### src/rtl/cpu_pkg.sv
// Shared CPU constants: register-file addressing and the write-port arbiter state encoding.
package cpu_pkg;
    localparam int REG_ADDR_W = 5;
    localparam int NUM_REGS   = 32;
    localparam logic [REG_ADDR_W-1:0] REG_ZERO = 5'd0;

    typedef logic [REG_ADDR_W-1:0] reg_addr_t;

    typedef enum logic {ARB_IDLE, ARB_HOLD} arb_state_e;
endpackage

### src/rtl/regfile_wb_arbiter_if.sv
// Bundle between the pipeline (WB/ID), the LLU result port and the regfile write port.
interface regfile_wb_arbiter_if #(parameter int DATA_W = 32);
    import cpu_pkg::*;

    logic              wb_we;
    reg_addr_t         wb_rd;
    logic [DATA_W-1:0] wb_data;
    logic              llu_valid;
    reg_addr_t         llu_rd;
    logic [DATA_W-1:0] llu_data;
    logic              llu_ready;
    reg_addr_t         id_rs;
    reg_addr_t         id_rt;
    logic              id_rs_used;
    logic              id_rt_used;
    reg_addr_t         id_rd;
    logic              id_we;
    logic              id_llu;
    logic              id_issue;
    logic              stall_id;
    logic              pipe_hold;
    logic              rf_we;
    reg_addr_t         rf_rw;
    logic [DATA_W-1:0] rf_wdata;

    modport slave (
        input  wb_we, wb_rd, wb_data, llu_valid, llu_rd, llu_data,
        input  id_rs, id_rt, id_rs_used, id_rt_used, id_rd, id_we, id_llu, id_issue,
        output llu_ready, stall_id, pipe_hold, rf_we, rf_rw, rf_wdata
    );

    modport master (
        output wb_we, wb_rd, wb_data, llu_valid, llu_rd, llu_data,
        output id_rs, id_rt, id_rs_used, id_rt_used, id_rd, id_we, id_llu, id_issue,
        input  llu_ready, stall_id, pipe_hold, rf_we, rf_rw, rf_wdata
    );
endinterface

### src/rtl/regfile_scoreboard.sv
// Busy bit per LLU destination register plus the count of LLU ops issued but not yet written back.
module regfile_scoreboard
    import cpu_pkg::*;
#(
    parameter int MAX_OUT = 4,
    parameter int CNT_W   = $clog2(MAX_OUT + 1)
) (
    input  logic             clk,
    input  logic             reset,
    input  logic             set_en,
    input  reg_addr_t        set_rd,
    input  logic             clr_en,
    input  reg_addr_t        clr_rd,
    input  reg_addr_t [2:0]  q_addr,
    output logic      [2:0]  q_busy,
    output logic [CNT_W-1:0] out_cnt
);
    logic [NUM_REGS-1:0] busy, busy_nxt;
    logic [CNT_W-1:0]    cnt_nxt;

    // Clear first so that a same-cycle set of the same register wins.
    always_comb begin
        busy_nxt = busy;
        if (clr_en) busy_nxt[clr_rd] = 1'b0;
        if (set_en) busy_nxt[set_rd] = 1'b1;
        busy_nxt[REG_ZERO] = 1'b0;
    end

    always_comb begin
        cnt_nxt = out_cnt;
        if (set_en && !clr_en) begin
            if (out_cnt != CNT_W'(MAX_OUT)) cnt_nxt = out_cnt + CNT_W'(1);
        end else if (clr_en && !set_en) begin
            if (out_cnt != '0) cnt_nxt = out_cnt - CNT_W'(1);
        end
    end

    always_ff @(posedge clk or negedge reset) begin
        if (!reset) begin
            busy    <= '0;
            out_cnt <= '0;
        end else begin
            busy    <= busy_nxt;
            out_cnt <= cnt_nxt;
        end
    end

    always_comb begin
        for (int i = 0; i < 3; i++) q_busy[i] = busy[q_addr[i]];
    end

`ifndef SYNTHESIS
    // A write-back with nothing outstanding means the LLU and issue logic disagree.
    a_no_underflow: assert property (@(posedge clk) disable iff (!reset)
        !(clr_en && !set_en && out_cnt == '0));
`endif
endmodule

### src/rtl/regfile_wb_arbiter.sv
// Regfile write-port arbiter: WB over LLU, LLU hazard stalls, starvation hold.
// Optional REGFILE_ARB_STATS_EN adds saturating conflict/hold counters.
module regfile_wb_arbiter
    import cpu_pkg::*;
#(
    parameter int DATA_W   = 32,
    parameter int MAX_OUT  = 4,
    parameter int MAX_WAIT = 3
) (
    input logic clk,
    input logic reset,
    regfile_wb_arbiter_if.slave bus
`ifdef REGFILE_ARB_STATS_EN
    ,
    output logic [15:0] stat_conflicts,
    output logic [15:0] stat_holds
`endif
);
    localparam int CNT_W  = $clog2(MAX_OUT + 1);
    localparam int WAIT_W = $clog2(MAX_WAIT + 1);

    logic              wb_win, grant, denied;
    logic              rf_we;
    reg_addr_t         rf_rw;
    logic [DATA_W-1:0] wdata;
    logic              set_en;
    logic [2:0]        q_busy;
    logic [CNT_W-1:0]  out_cnt;
    logic              raw_hit, waw_hit, lim_hit;
    arb_state_e        state, state_nxt;
    logic [WAIT_W-1:0] wait_cnt, wait_nxt;
    logic              pipe_hold;

    // A WB write to r0 is discarded and leaves the port free for the LLU.
    assign wb_win        = bus.wb_we && (bus.wb_rd != REG_ZERO);
    assign grant         = bus.llu_valid && !wb_win;
    assign denied        = bus.llu_valid && wb_win;
    assign bus.llu_ready = !wb_win;

    always_comb begin
        rf_we = 1'b0;
        rf_rw = REG_ZERO;
        wdata = '0;
        if (wb_win) begin
            rf_we = 1'b1;
            rf_rw = bus.wb_rd;
            wdata = bus.wb_data;
        end else if (bus.llu_valid) begin
            rf_we = (bus.llu_rd != REG_ZERO);
            rf_rw = bus.llu_rd;
            wdata = bus.llu_data;
        end
    end

    assign bus.rf_we    = rf_we;
    assign bus.rf_rw    = rf_rw;
    assign bus.rf_wdata = wdata;

    assign set_en = bus.id_issue && bus.id_llu && (bus.id_rd != REG_ZERO);

    regfile_scoreboard #(.MAX_OUT(MAX_OUT), .CNT_W(CNT_W)) u_sb (
        .clk     (clk),
        .reset   (reset),
        .set_en  (set_en),
        .set_rd  (bus.id_rd),
        .clr_en  (grant),
        .clr_rd  (bus.llu_rd),
        .q_addr  ({bus.id_rd, bus.id_rt, bus.id_rs}),
        .q_busy  (q_busy),
        .out_cnt (out_cnt)
    );

    // Busy bits are registered: a grant this cycle unblocks ID only next cycle.
    assign raw_hit = (bus.id_rs_used && (bus.id_rs != REG_ZERO) && q_busy[0])
                  || (bus.id_rt_used && (bus.id_rt != REG_ZERO) && q_busy[1]);
    assign waw_hit = bus.id_we && (bus.id_rd != REG_ZERO) && q_busy[2];
    assign lim_hit = bus.id_llu && (out_cnt == CNT_W'(MAX_OUT));
    assign bus.stall_id = raw_hit || waw_hit || lim_hit;

    always_ff @(posedge clk or negedge reset) begin
        if (!reset) begin
            state    <= ARB_IDLE;
            wait_cnt <= '0;
        end else begin
            state    <= state_nxt;
            wait_cnt <= wait_nxt;
        end
    end

    always_comb begin
        state_nxt = state;
        wait_nxt  = '0;
        pipe_hold = 1'b0;
        if (denied)
            wait_nxt = (wait_cnt == WAIT_W'(MAX_WAIT)) ? wait_cnt : wait_cnt + WAIT_W'(1);
        case (state)
            ARB_IDLE: if (denied && wait_cnt == WAIT_W'(MAX_WAIT - 1)) state_nxt = ARB_HOLD;
            ARB_HOLD: begin
                pipe_hold = 1'b1;
                if (grant) state_nxt = ARB_IDLE;
            end
            default: state_nxt = ARB_IDLE;
        endcase
    end

    assign bus.pipe_hold = pipe_hold;

`ifdef REGFILE_ARB_STATS_EN
    always_ff @(posedge clk or negedge reset) begin
        if (!reset) begin
            stat_conflicts <= '0;
            stat_holds     <= '0;
        end else begin
            if (denied && stat_conflicts != 16'hFFFF)
                stat_conflicts <= stat_conflicts + 16'd1;
            if (state == ARB_IDLE && state_nxt == ARB_HOLD && stat_holds != 16'hFFFF)
                stat_holds <= stat_holds + 16'd1;
        end
    end
`endif
endmodule
### src/flat_wrapper.sv
// flat-port wrapper written by rule: the top's interface ports become plain ports
module regfile_wb_arbiter_flat import cpu_pkg::*;
#(
    parameter int DATA_W   = 32,
    parameter int MAX_OUT  = 4,
    parameter int MAX_WAIT = 3
)
  (clk, reset, bus_wb_we, bus_wb_rd, bus_wb_data, bus_llu_valid, bus_llu_rd, bus_llu_data, bus_id_rs, bus_id_rt, bus_id_rs_used, bus_id_rt_used, bus_id_rd, bus_id_we, bus_id_llu, bus_id_issue, bus_llu_ready, bus_stall_id, bus_pipe_hold, bus_rf_we, bus_rf_rw, bus_rf_wdata);
  regfile_wb_arbiter_if #(.DATA_W(DATA_W)) bus_i ();
  input logic clk;
  input logic reset;
  input wire logic [$bits(bus_i.wb_we)-1:0] bus_wb_we;
  input wire logic [$bits(bus_i.wb_rd)-1:0] bus_wb_rd;
  input wire logic [$bits(bus_i.wb_data)-1:0] bus_wb_data;
  input wire logic [$bits(bus_i.llu_valid)-1:0] bus_llu_valid;
  input wire logic [$bits(bus_i.llu_rd)-1:0] bus_llu_rd;
  input wire logic [$bits(bus_i.llu_data)-1:0] bus_llu_data;
  input wire logic [$bits(bus_i.id_rs)-1:0] bus_id_rs;
  input wire logic [$bits(bus_i.id_rt)-1:0] bus_id_rt;
  input wire logic [$bits(bus_i.id_rs_used)-1:0] bus_id_rs_used;
  input wire logic [$bits(bus_i.id_rt_used)-1:0] bus_id_rt_used;
  input wire logic [$bits(bus_i.id_rd)-1:0] bus_id_rd;
  input wire logic [$bits(bus_i.id_we)-1:0] bus_id_we;
  input wire logic [$bits(bus_i.id_llu)-1:0] bus_id_llu;
  input wire logic [$bits(bus_i.id_issue)-1:0] bus_id_issue;
  output wire logic [$bits(bus_i.llu_ready)-1:0] bus_llu_ready;
  output wire logic [$bits(bus_i.stall_id)-1:0] bus_stall_id;
  output wire logic [$bits(bus_i.pipe_hold)-1:0] bus_pipe_hold;
  output wire logic [$bits(bus_i.rf_we)-1:0] bus_rf_we;
  output wire logic [$bits(bus_i.rf_rw)-1:0] bus_rf_rw;
  output wire logic [$bits(bus_i.rf_wdata)-1:0] bus_rf_wdata;
  assign bus_i.wb_we = bus_wb_we;
  assign bus_i.wb_rd = bus_wb_rd;
  assign bus_i.wb_data = bus_wb_data;
  assign bus_i.llu_valid = bus_llu_valid;
  assign bus_i.llu_rd = bus_llu_rd;
  assign bus_i.llu_data = bus_llu_data;
  assign bus_i.id_rs = bus_id_rs;
  assign bus_i.id_rt = bus_id_rt;
  assign bus_i.id_rs_used = bus_id_rs_used;
  assign bus_i.id_rt_used = bus_id_rt_used;
  assign bus_i.id_rd = bus_id_rd;
  assign bus_i.id_we = bus_id_we;
  assign bus_i.id_llu = bus_id_llu;
  assign bus_i.id_issue = bus_id_issue;
  assign bus_llu_ready = bus_i.llu_ready;
  assign bus_stall_id = bus_i.stall_id;
  assign bus_pipe_hold = bus_i.pipe_hold;
  assign bus_rf_we = bus_i.rf_we;
  assign bus_rf_rw = bus_i.rf_rw;
  assign bus_rf_wdata = bus_i.rf_wdata;
  regfile_wb_arbiter #(.DATA_W(DATA_W), .MAX_OUT(MAX_OUT), .MAX_WAIT(MAX_WAIT)) u_core (.clk(clk), .reset(reset), .bus(bus_i));
endmodule
### config.mk
export PLATFORM = sky130hd
export DESIGN_NAME = regfile_wb_arbiter_flat
export DESIGN_NICKNAME = d
export VERILOG_FILES = /design/src/rtl/cpu_pkg.sv /design/src/rtl/regfile_wb_arbiter_if.sv /design/src/rtl/regfile_scoreboard.sv /design/src/rtl/regfile_wb_arbiter.sv /design/src/flat_wrapper.sv
export SDC_FILE = /design/constraint.sdc
export NUM_CORES = 1
export LEC_CHECK = 0
export BUFFER_PORTS_ARGS = -buffer_cell sky130_fd_sc_hd__buf_4
export CORE_UTILIZATION = 49
export DETAILED_ROUTE_END_ITERATION = 10
export GPL_TIMING_DRIVEN = 0
export PLACE_DENSITY = 0.84
export SETUP_SLACK_MARGIN = 0.05
export SYNTH_ARGS = -nofsm -noshare
export SYNTH_HDL_FRONTEND = slang
export SYNTH_SLANG_ARGS = --single-unit
export TNS_END_PERCENT = 10
### constraint.sdc
create_clock -name clk -period 3.24 [get_ports clk]
set_input_delay 0.81 -clock clk [delete_from_list [all_inputs] [get_ports clk]]
set_output_delay 0.81 -clock clk [all_outputs]
set_load 0.01 [all_outputs]
=== After elaboration in Yosys (flattened, before gate mapping) ===
Cells that the tools add are included.

* Muxes and demuxes: 28
* Eq/ne operators: 6
* Add/subtract/negate cells: 3
* Order comparisons: 6
* Reductions and logical operators: 32
* Bitwise gates (word level): 4

{| class="wikitable"
|+ Operators by type and width
! operator !! number
|-
| 32-bit 2-to-1 mux || 4
|-
| 32-bit bitwise AND || 1
|-
| 32-bit NOT || 1
|-
| 32-bit bitwise OR || 1
|-
| 5-bit nonzero test || 5
|-
| 5-bit by 6-bit less-than comparator with 1-bit output, second input constant || 4
|-
| 1-bit logical AND || 17
|-
| 1-bit binary-select mux with 5-bit select || 3
|-
| 3-bit 2-to-1 mux || 4
|-
| 1-bit demux with 5-bit select || 2
|-
| 5-bit by 1-bit greater-or-equal comparator with 1-bit output, second input constant || 2
|-
| 1-bit 2-to-1 mux || 10
|-
| 5-bit 2-to-1 mux || 2
|-
| 2-bit == test, second input constant || 2
|-
| 2-bit 2-to-1 mux || 2
|-
| 2-bit nonzero test || 2
|-
| 3-bit by 1-bit adder with 3-bit output, second input constant || 1
|-
| 3-bit == test, second input constant || 1
|-
| 1-bit logical NOT || 3
|-
| 1-bit logical OR || 3
|-
| 3-bit inequality test, second input constant || 1
|-
| 3-bit AND reduction || 1
|-
| 3-bit nonzero test || 1
|-
| 3-bit by 1-bit subtractor with 3-bit output, second input constant || 1
|-
| 5 further kinds || 5
|}

* Output and inout bits: 41
* Input bits: 98
* Bits in registers: 37

=== Longest topological paths before layout ===
Gate-level depths: netlist of run 1.

* Word-level depth: 9
* Gate-level depth with buffers: 10

=== Cells and area by module ===
Synthesis of run 1 repeated with hierarchy kept, for this count alone.

* Cells, all modules: 394
* Area, all modules: 3294.4 sq um

{| class="wikitable"
|+ Modules (own cells, without submodules)
! module !! cells each !! instances !! area each (sq um) !! sequential area each (sq um)
|-
| regfile_scoreboard || 252 || 1 || 2338.5 || 850.8
|-
| regfile_wb_arbiter || 142 || 1 || 955.9 || 75.1
|}

=== Least setup slack after synthesis of run 1 ===
No wires, ideal clock.

* Kind: input to output
* Start: input bus_id_rs[1]
* End: output bus_stall_id
* Data arrival time: 2.370 ns
* Path buffers: 1
* Cell stages on the path: 6
* Path slack: 0.060 ns
* Cells stage by stage: buf_6 mux4_1 mux2i_1 mux2i_1 mux2_4 a2111o_1

* Word-level cells in the longest chain between the ends: 6

{| class="wikitable"
|+ Ends and longest elaborated chain
! element !! line !! RTL
|-
| start: declaration || flat_wrapper.sv:18 || <nowiki>input wire logic [$bits(bus_i.id_rs)-1:0] bus_id_rs;</nowiki>
|-
| 1-bit binary-select mux with 5-bit select / 5-bit nonzero test (equally long branches) || regfile_scoreboard.sv:49, regfile_wb_arbiter.sv:74 ||
|-
| 1-bit 2-to-1 mux (not written as such) / 1-bit logical AND (equally long branches) || regfile_scoreboard.sv:49, regfile_wb_arbiter.sv:74 ||
|-
| 1-bit logical AND * || regfile_wb_arbiter.sv:74 || <nowiki>assign raw_hit = (bus.id_rs_used && (bus.id_rs != REG_ZERO) && q_busy[0])</nowiki>
|-
| 1-bit logical OR * || regfile_wb_arbiter.sv:75 || <nowiki>|| (bus.id_rt_used && (bus.id_rt != REG_ZERO) && q_busy[1]);</nowiki>
|-
| 1-bit logical OR * (2 in a row) || regfile_wb_arbiter.sv:78 || <nowiki>assign bus.stall_id = raw_hit || waw_hit || lim_hit;</nowiki>
|-
| end: declaration || flat_wrapper.sv:27 || <nowiki>output wire logic [$bits(bus_i.stall_id)-1:0] bus_stall_id;</nowiki>
|}

Every way passes the cells marked *; elsewhere a longest branch is shown, timed or not. The select of a mux whose other input is x is not followed.

=== Worst setup path in the final report of run 1 ===
* Start: input bus_id_rd[0]
* End: output bus_stall_id

* Word-level cells in the longest chain between the ends: 5

{| class="wikitable"
|+ Ends and longest elaborated chain
! element !! line !! RTL
|-
| start: declaration || flat_wrapper.sv:22 || <nowiki>input wire logic [$bits(bus_i.id_rd)-1:0] bus_id_rd;</nowiki>
|-
| 1-bit binary-select mux with 5-bit select / 5-bit nonzero test (equally long branches) || regfile_scoreboard.sv:49, regfile_wb_arbiter.sv:76 ||
|-
| 1-bit 2-to-1 mux (not written as such) / 1-bit logical AND (equally long branches) || regfile_scoreboard.sv:49, regfile_wb_arbiter.sv:76 ||
|-
| 1-bit logical AND * || regfile_wb_arbiter.sv:76 || <nowiki>assign waw_hit = bus.id_we && (bus.id_rd != REG_ZERO) && q_busy[2];</nowiki>
|-
| 1-bit logical OR * (2 in a row) || regfile_wb_arbiter.sv:78 ||
|}

Marks and branches as above.

==> metrics.txt, run 1 <==
DRT iter0 DRCs=388; max_slew headroom=a little over half; most used standard cell by instance count after synthesis=nand2_1; count of buffers from port buffering=around 130; clock root buffer=clkbuf_8; Synth Flop Type=dfrtp_1; max-slew violation count=0; classification of the worst-slack hold path=in -> async; required time of the critical path=between 2 and 2.5 ns; clock buffers created by TritonCTS=5; switching pwr=approximately 0.00063 W; power density cells=a little over 400 nW/um^2; sequential fraction of design power=35.8%; signed area change from the synthesized netlist to the final layout=45.3%; ratio of cells with drive above 1 in the final layout=about two fifths; RSZ-0062 raised after global routing=yes; pre-CTS setup slack=-0.389 ns; Die Area=6930 sq um; Worst Path Class, Setup=in -> out; result of the run=finished with violations; post-synth top area cell=dfrtp_1; clock tree buffer depth=2; Max rail drop VDD=400 uV; number of standard-cell rows in the floorplan=29; first-pass GRT wire length=~18000 um; clock latency of the later-clocked register in the worst-skew pair=around 0.30 ns; remaining routing DRC violations=0; total number of yosys warnings=0; cells taking the most area after synthesis=dfrtp_1, nand2_1, mux4_2; final-layout fill cell count=roughly 470; final period demand of the worst path=around 3.5 ns; drt via density=about 6.2; CTS H-Tree Depth=2; post-route non-filler standard cell count=~600; endpoint arrival time on the critical path=between 2 and 3 ns; transition time of the tightest slew-check pin=0.711 ns; worst-path fanout max=8; count of different cell masters after synthesis=between 50 and 60; first-pass iteration count of the detailed router=5; area fraction of the dominant cell type after synthesis=around 29%; number of primary I/O pins=between 100 and 150; Static Leakage=2.25 nW; final layout net count=approximately 640; f_max=just under 0.3 GHz; DR WL/cell=about 19 um; gate count of the mapped netlist=around 380; number of storage elements in the synthesis netlist=37; height of the chip=about 83 um; setup slack after layout=-0.210 ns; number of nets in the synthesized netlist=486; final standard cell area without fillers=4700 sq um; total standard cell area after synthesis=3240 sq um; clock tree from TritonCTS=yes; hold buffer count at cts=0; post-route ant nets=0; switching part of the total=approximately 33%; footprint of the multi-input gates=between 2000 and 2500 sq um; Clock Power Share=roughly 25%; count of endpoints failing setup in the final report=1; number of hold violations in the final report=0; vias after detailed routing=around 3800; violated checks=negative setup slack; sum of routed wire length over all layers=about 12000 um; Post-DP Area=roughly 4300 sq um; number of enable-type register cells in the synthesized netlist=0; mean instance size in the synthesized netlist=between 8 and 9 sq um; weighted congestion at the end of routability-driven global placement=slightly above 0.9; initial standard-cell utilization of the core=roughly 50%; antenna violations before repair=0; area used by sequential logic in the layout=around 930 sq um; Core Region=roughly 6300 sq um; maximum number of pins on one net before global-route repair=38; combinational cell fraction of total power=roughly two fifths; via count of the first global-routing pass=between 3000 and 4000; horizontal extent of the die=83.3 um; cell count after placement=approximately 600; critical path launch point type=primary input; clock input transition at the sequential cells of the worst setup and hold paths=around 0.070 ns; total global-route track usage=33.2%; final worst-path cycle share=106%; number of max-capacitance violations reported=0; post-synthesis async set-or-reset flop share=between 90% and 100%; sequential area share after synthesis=roughly 29%; worst reg2reg path depth=4; clock skew after layout=0.000591 ns; overflow left after global routing=0; DPL Wire Length=between 8000 and 9000 um; Antenna diodes=0; final cell utilization of the core=about three quarters; number of clock sinks=37; Internal Pwr Total=0.00128 W; most instantiated cells after synthesis=nand2_1, nand3_1, dfrtp_1; Critical Path Sink Type=output pin
[critical path: stages]
cell	delay (ns)
buf_8	0.10
buf_8	0.13
mux2_4	0.29
a222oi_1	0.41
a211oi_2	0.16
a311o_1	0.30
a2111o_1	0.31
buf_6	0.13
[power groups by stage]
stage                     clock (W)  sequential (W)  combinational [W]
final                      0.000483        0.000683           0.000741
after global placement            0        0.000669           0.000660
after detailed placement          0        0.000676           0.000679
after CTS                  0.000482        0.000670           0.000706
after floorplan                   0        0.000634           0.000425
after global routing       0.000507        0.000689           0.000795
[cell families (layout without fill, tap and decap cells)]
group	Yosys count	after routing	share of synthesized area, %
adder cells (fa/ha/maj)	4	4	1.78
flip-flops	37	37	28.6
AO/OA/AOI/OAI	76	76	17.2
buffers and inverters	32	183	4.64
AND/OR/NAND/NOR	196	196	28.6
multiplexers	37	37	18.7
XOR/XNOR	2	2	0.541
[registers in the layout (all words and copies together) (netlist names)]
register / count
u_core.state: 1
u_core.u_sb.busy: 31
u_core.u_sb.out_cnt: 3
u_core.wait_cnt: 2
[layer usage]
metal  GRT usage [%]  share of wire (%)  vias to the layer above
li1                -                  -                     1709
met1            41.6                 37                     1789
met2            57.9                 50                      278
met3            6.46                 10                       38
met4            9.87                2.9                        0
met5               0                  0                        -
[worst paths after layout]
path | to | slack (ns) | from
max | bus_stall_id | -0.21 | bus_id_rd[0]
max in group asynchronous | u_core.u_sb.busy[30] | 2.45 | reset
min in group clk | u_core.state | 0.55 | u_core.state
min | u_core.u_sb.busy[21] | 0.46 | reset
max reg2reg | u_core.u_sb.out_cnt[2] | 1.63 | u_core.u_sb.out_cnt[0]
min reg2reg | u_core.state | 0.55 | u_core.state
[through the flow]
| step | hold WS, ns | total power [W] | setup TNS (ns) |
|---|---|---|---|
| 6_report | 0.464 | 0.00191 | -0.210 |
| 5_1_grt | 0.501 | 0.00199 | -0.275 |
| 4_1_cts | 0.479 | 0.00186 | -0.201 |
| 3_5_place_dp | 0.520 | 0.00136 | -4.28 |
| 3_3_place_gp | 0.510 | 0.00133 | -3.77 |
| 2_1_floorplan | 0.480 | 0.00106 | 0 |
[cells in the final DEF, fill, tap and decap left out, drive strengths merged, types with 8 or more instances in the layout]
cell type  synthesis  final
clkbuf            13     15
a21oi              8      8
o21ai             19     19
buf               12    158
nand2            110    110
mux2i             14     14
dfrtp             37     37
nand3             38     38
nor2              10     10
mux4              16     16
o2bb2ai           21     21
[cell type report]
| class | instances | share of cell area, % |
|---|---|---|
| flip-flops and latches | 37 | 19.7 |
| multi-input cells | 315 | 46.8 |
| plain buffers | 25 | 4.92 |
| repair buffers | 143 | 23.1 |
| clock inverters | 3 | 1.38 |
| clock buffers | 5 | 1.46 |
| inverters | 7 | 0.612 |
| well taps | 77 | 2.05 |
[repair_timing]
item / CTS / global route
setup buffers: 3 / 6
gates resized for setup: 39 / 24
endpoints found under the setup margin: 35 / 32
pin swaps: 4 / 8
No activity file was read; power rests on OpenSTA's default activity.
==> inputs of run 2 (changes only) <==
--- a/config.mk
+++ b/config.mk
@@ -8,2 +8,3 @@
 export BUFFER_PORTS_ARGS = -buffer_cell sky130_fd_sc_hd__buf_4
+export CORE_MARGIN = 1.5
 export CORE_UTILIZATION = 49
==> constraint.sdc (replaced) <==
create_clock -name clk -period 3.24 [get_ports clk]
set_input_delay 0.324 -clock clk [delete_from_list [all_inputs] [get_ports clk]]
set_output_delay 0.324 -clock clk [all_outputs]
set_load 0.01 [all_outputs]
==> run 2 against run 1 <==
The run now ends clean. Worst hold slack lost 0.057 ns. Critical path depth increased by 3. Routed wire length down 5.0%. Power shrank 12%. Register-to-register slack gained 0.08 ns. Setup slack improved by 0.61 ns. Global-route usage is 1.4 points lower. Maximum frequency rose by 21%. Cell count is 1.1% lower. Die area up 2.4%. Critical endpoint is now u_core.u_sb.out_cnt[2]. Largest cell class unchanged.
==> metrics.txt, run 2 (synthesized netlist as in run 1, its figures left out) <==
sum of routed wire length over all layers=11300 um (-5.0%); max-slew violation count=0 (unchanged); clock tree buffer depth=2 (unchanged); Die Area=7100 sq um (+2.4%); DRT iter0 DRCs=371 (-4.4%); max_slew headroom=49.3% (-3.0 points); clock tree from TritonCTS=yes; count of buffers from port buffering=134 (unchanged); quantity of gates resized following cts=0 (-100%); transition time of the tightest slew-check pin=0.760 ns (+0.0486 ns); max FFs per register=31 (unchanged); final worst-path cycle share=87.7% (-19 points); classification of the worst-slack hold path=in -> reg; number of standard-cell rows in the floorplan=29 (unchanged); Top Registers=u_core.u_sb.busy x31, u_core.u_sb.out_cnt x3, u_core.wait_cnt x2; Core Region=6350 sq um (unchanged); f_max=0.352 GHz (+21%); initial standard-cell utilization of the core=51.0% (unchanged); number of primary I/O pins=139 (unchanged); clock skew after layout=0.00447 ns (+0.00388 ns); clock input transition at the sequential cells of the worst setup and hold paths=0.07 ns (about the same); CTS H-Tree Depth=2 (unchanged); post-route ant nets=0 (unchanged); count of endpoints failing setup in the final report=0 (-1); final period demand of the worst path=2.84 ns (-0.610 ns); footprint of the multi-input gates=2160 sq um (-1.8%); ratio of cells with drive above 1 in the final layout=34.2% (-5.3 points); final layout net count=628 (-1.3%); via count of the first global-routing pass=3646 (+1.1%); remaining routing DRC violations=0 (unchanged); critical path launch point type=primary input; clock root buffer=clkbuf_8; total negative setup slack=0 ns (+0.210 ns); area used by sequential logic in the layout=926 sq um (unchanged); maximum number of pins on one net before global-route repair=38 (unchanged); worst-path fanout max=10 (+2); final-layout fill cell count=514 (+8.4%); total global-route track usage=31.8% (-1.4 points); signed area change from the synthesized netlist to the final layout=37.0%; horizontal extent of the die=84.3 um (+1.2%); antenna violations before repair=1 (+1); first-pass GRT wire length=17800 um (-1.3%); DPL Wire Length=8880 um (+1.4%); Critical Path Sink Type=flip-flop; Static Leakage=2.14 nW (-5.0%); weighted congestion at the end of routability-driven global placement=1.01 (+11%); drt via density=6.19 (-0.65%); Worst Path Class, Setup=in -> reg; number of clock sinks=37 (unchanged); number of hold violations in the final report=0 (unchanged); clock latency of the later-clocked register in the worst-skew pair=0.29 ns (about the same); result of the run=finished, final reports clean; Largest Register=u_core.u_sb.busy; Post-DP Area=4340 sq um (unchanged); RSZ-0062 raised after global routing=no; clock buffers created by TritonCTS=5 (unchanged); Max rail drop VDD=299 uV (-25%); final standard cell area without fillers=4430 sq um (-5.7%); most used cells in the layout excluding fill and tap cells=buf_4, nand2_1, nand3_1; leading cell type in the layout, fill and taps excluded=buf_4; DR WL/cell=18.7 um (-3.9%); first-pass iteration count of the detailed router=7 (+2); endpoint arrival time on the critical path=3.06 ns (+0.42 ns); vias after detailed routing=3746 (-1.8%); overflow left after global routing=0 (unchanged); number of max-capacitance violations reported=0 (unchanged); height of the chip=84.3 um (+1.2%); power density cells=379 nW/um^2 (-6.6%); required time of the critical path=3.46 ns (+1.03 ns)
==> run 2: final cells by class <==
type                            count  area share [%]
Antenna cell                        1          0.0564
Multi-Input combinational cell    315            48.7
Inverter                            7           0.593
Tap cell                           77            2.17
Timing Repair Buffer              135            22.9
Sequential cell                    37            20.9
Clock inverter                      2           0.226
Buffer                             25            2.79
Clock buffer                        6            1.64
==> run 2: report_power, final <==
| part | leakage, nW | switching, W | internal (W) |
|---|---|---|---|
| Combinational | 1.62 | 0.000311 | 0.000382 |
| Sequential | 0.472 | 0.000115 | 0.000558 |
| Clock | 0.0450 | 0.000164 | 0.000149 |
| Total | 2.14 | 0.000590 | 0.00109 |
==> run 2: path summary, 6_finish.rpt <==
check | from | endpoint | slack (ns) | cells past startpoint
min | bus_id_rd[2] | u_core.u_sb.busy[11] | 0.41 | 3
max | bus_id_rd[0] | u_core.u_sb.out_cnt[2] | 0.40 | 11
min reg2reg | u_core.u_sb.busy[20] | u_core.u_sb.busy[20] | 0.55 | 1
max in group asynchronous | reset | u_core.u_sb.busy[15] | 2.38 | 2
max reg2reg | u_core.u_sb.out_cnt[0] | u_core.u_sb.out_cnt[2] | 1.71 | 4
min in group asynchronous | reset | u_core.u_sb.busy[20] | 0.52 | 2
==> run 2: critical path, cell delays in order <==
cell	delay, ns
buf_4	0.09
buf_2	0.26
buf_2	0.28
nor2_1	0.10
a21oi_1	0.62
ha_1	0.36
inv_1	0.07
fa_1	0.42
nor4_1	0.29
a21oi_1	0.07
o21ai_0	0.15
==> run 2: routing by layer <==
layer,share of wire (%),GRT usage (%),vias up
li1,-,-,1700
met4,2.6,13.7,0
met3,11,8.26,32
met5,0,0,-
met1,37,38.3,1741
met2,49,54.0,273
==> run 2: timing repair <==
item / in CTS / in global routing
endpoints found under the hold margin: 10 / 0
hold buffers: 1 / 0
setup buffers: 0 / 0
==> run 2: stage by stage <==
stage	setup WS [ns]	std cells	hold slack, ns	power [W]	util, %
2_1_floorplan	0.790	384	0.0284	0.00106	-
3_3_place_gp	0.265	595	0.305	0.00133	68.3
3_5_place_dp	0.173	595	0.311	0.00136	68.3
4_1_cts	0.494	604	0.391	0.00167	69.8
5_1_grt	0.265	605	0.399	0.00177	69.8
6_report	0.400	605	0.407	0.00168	69.8
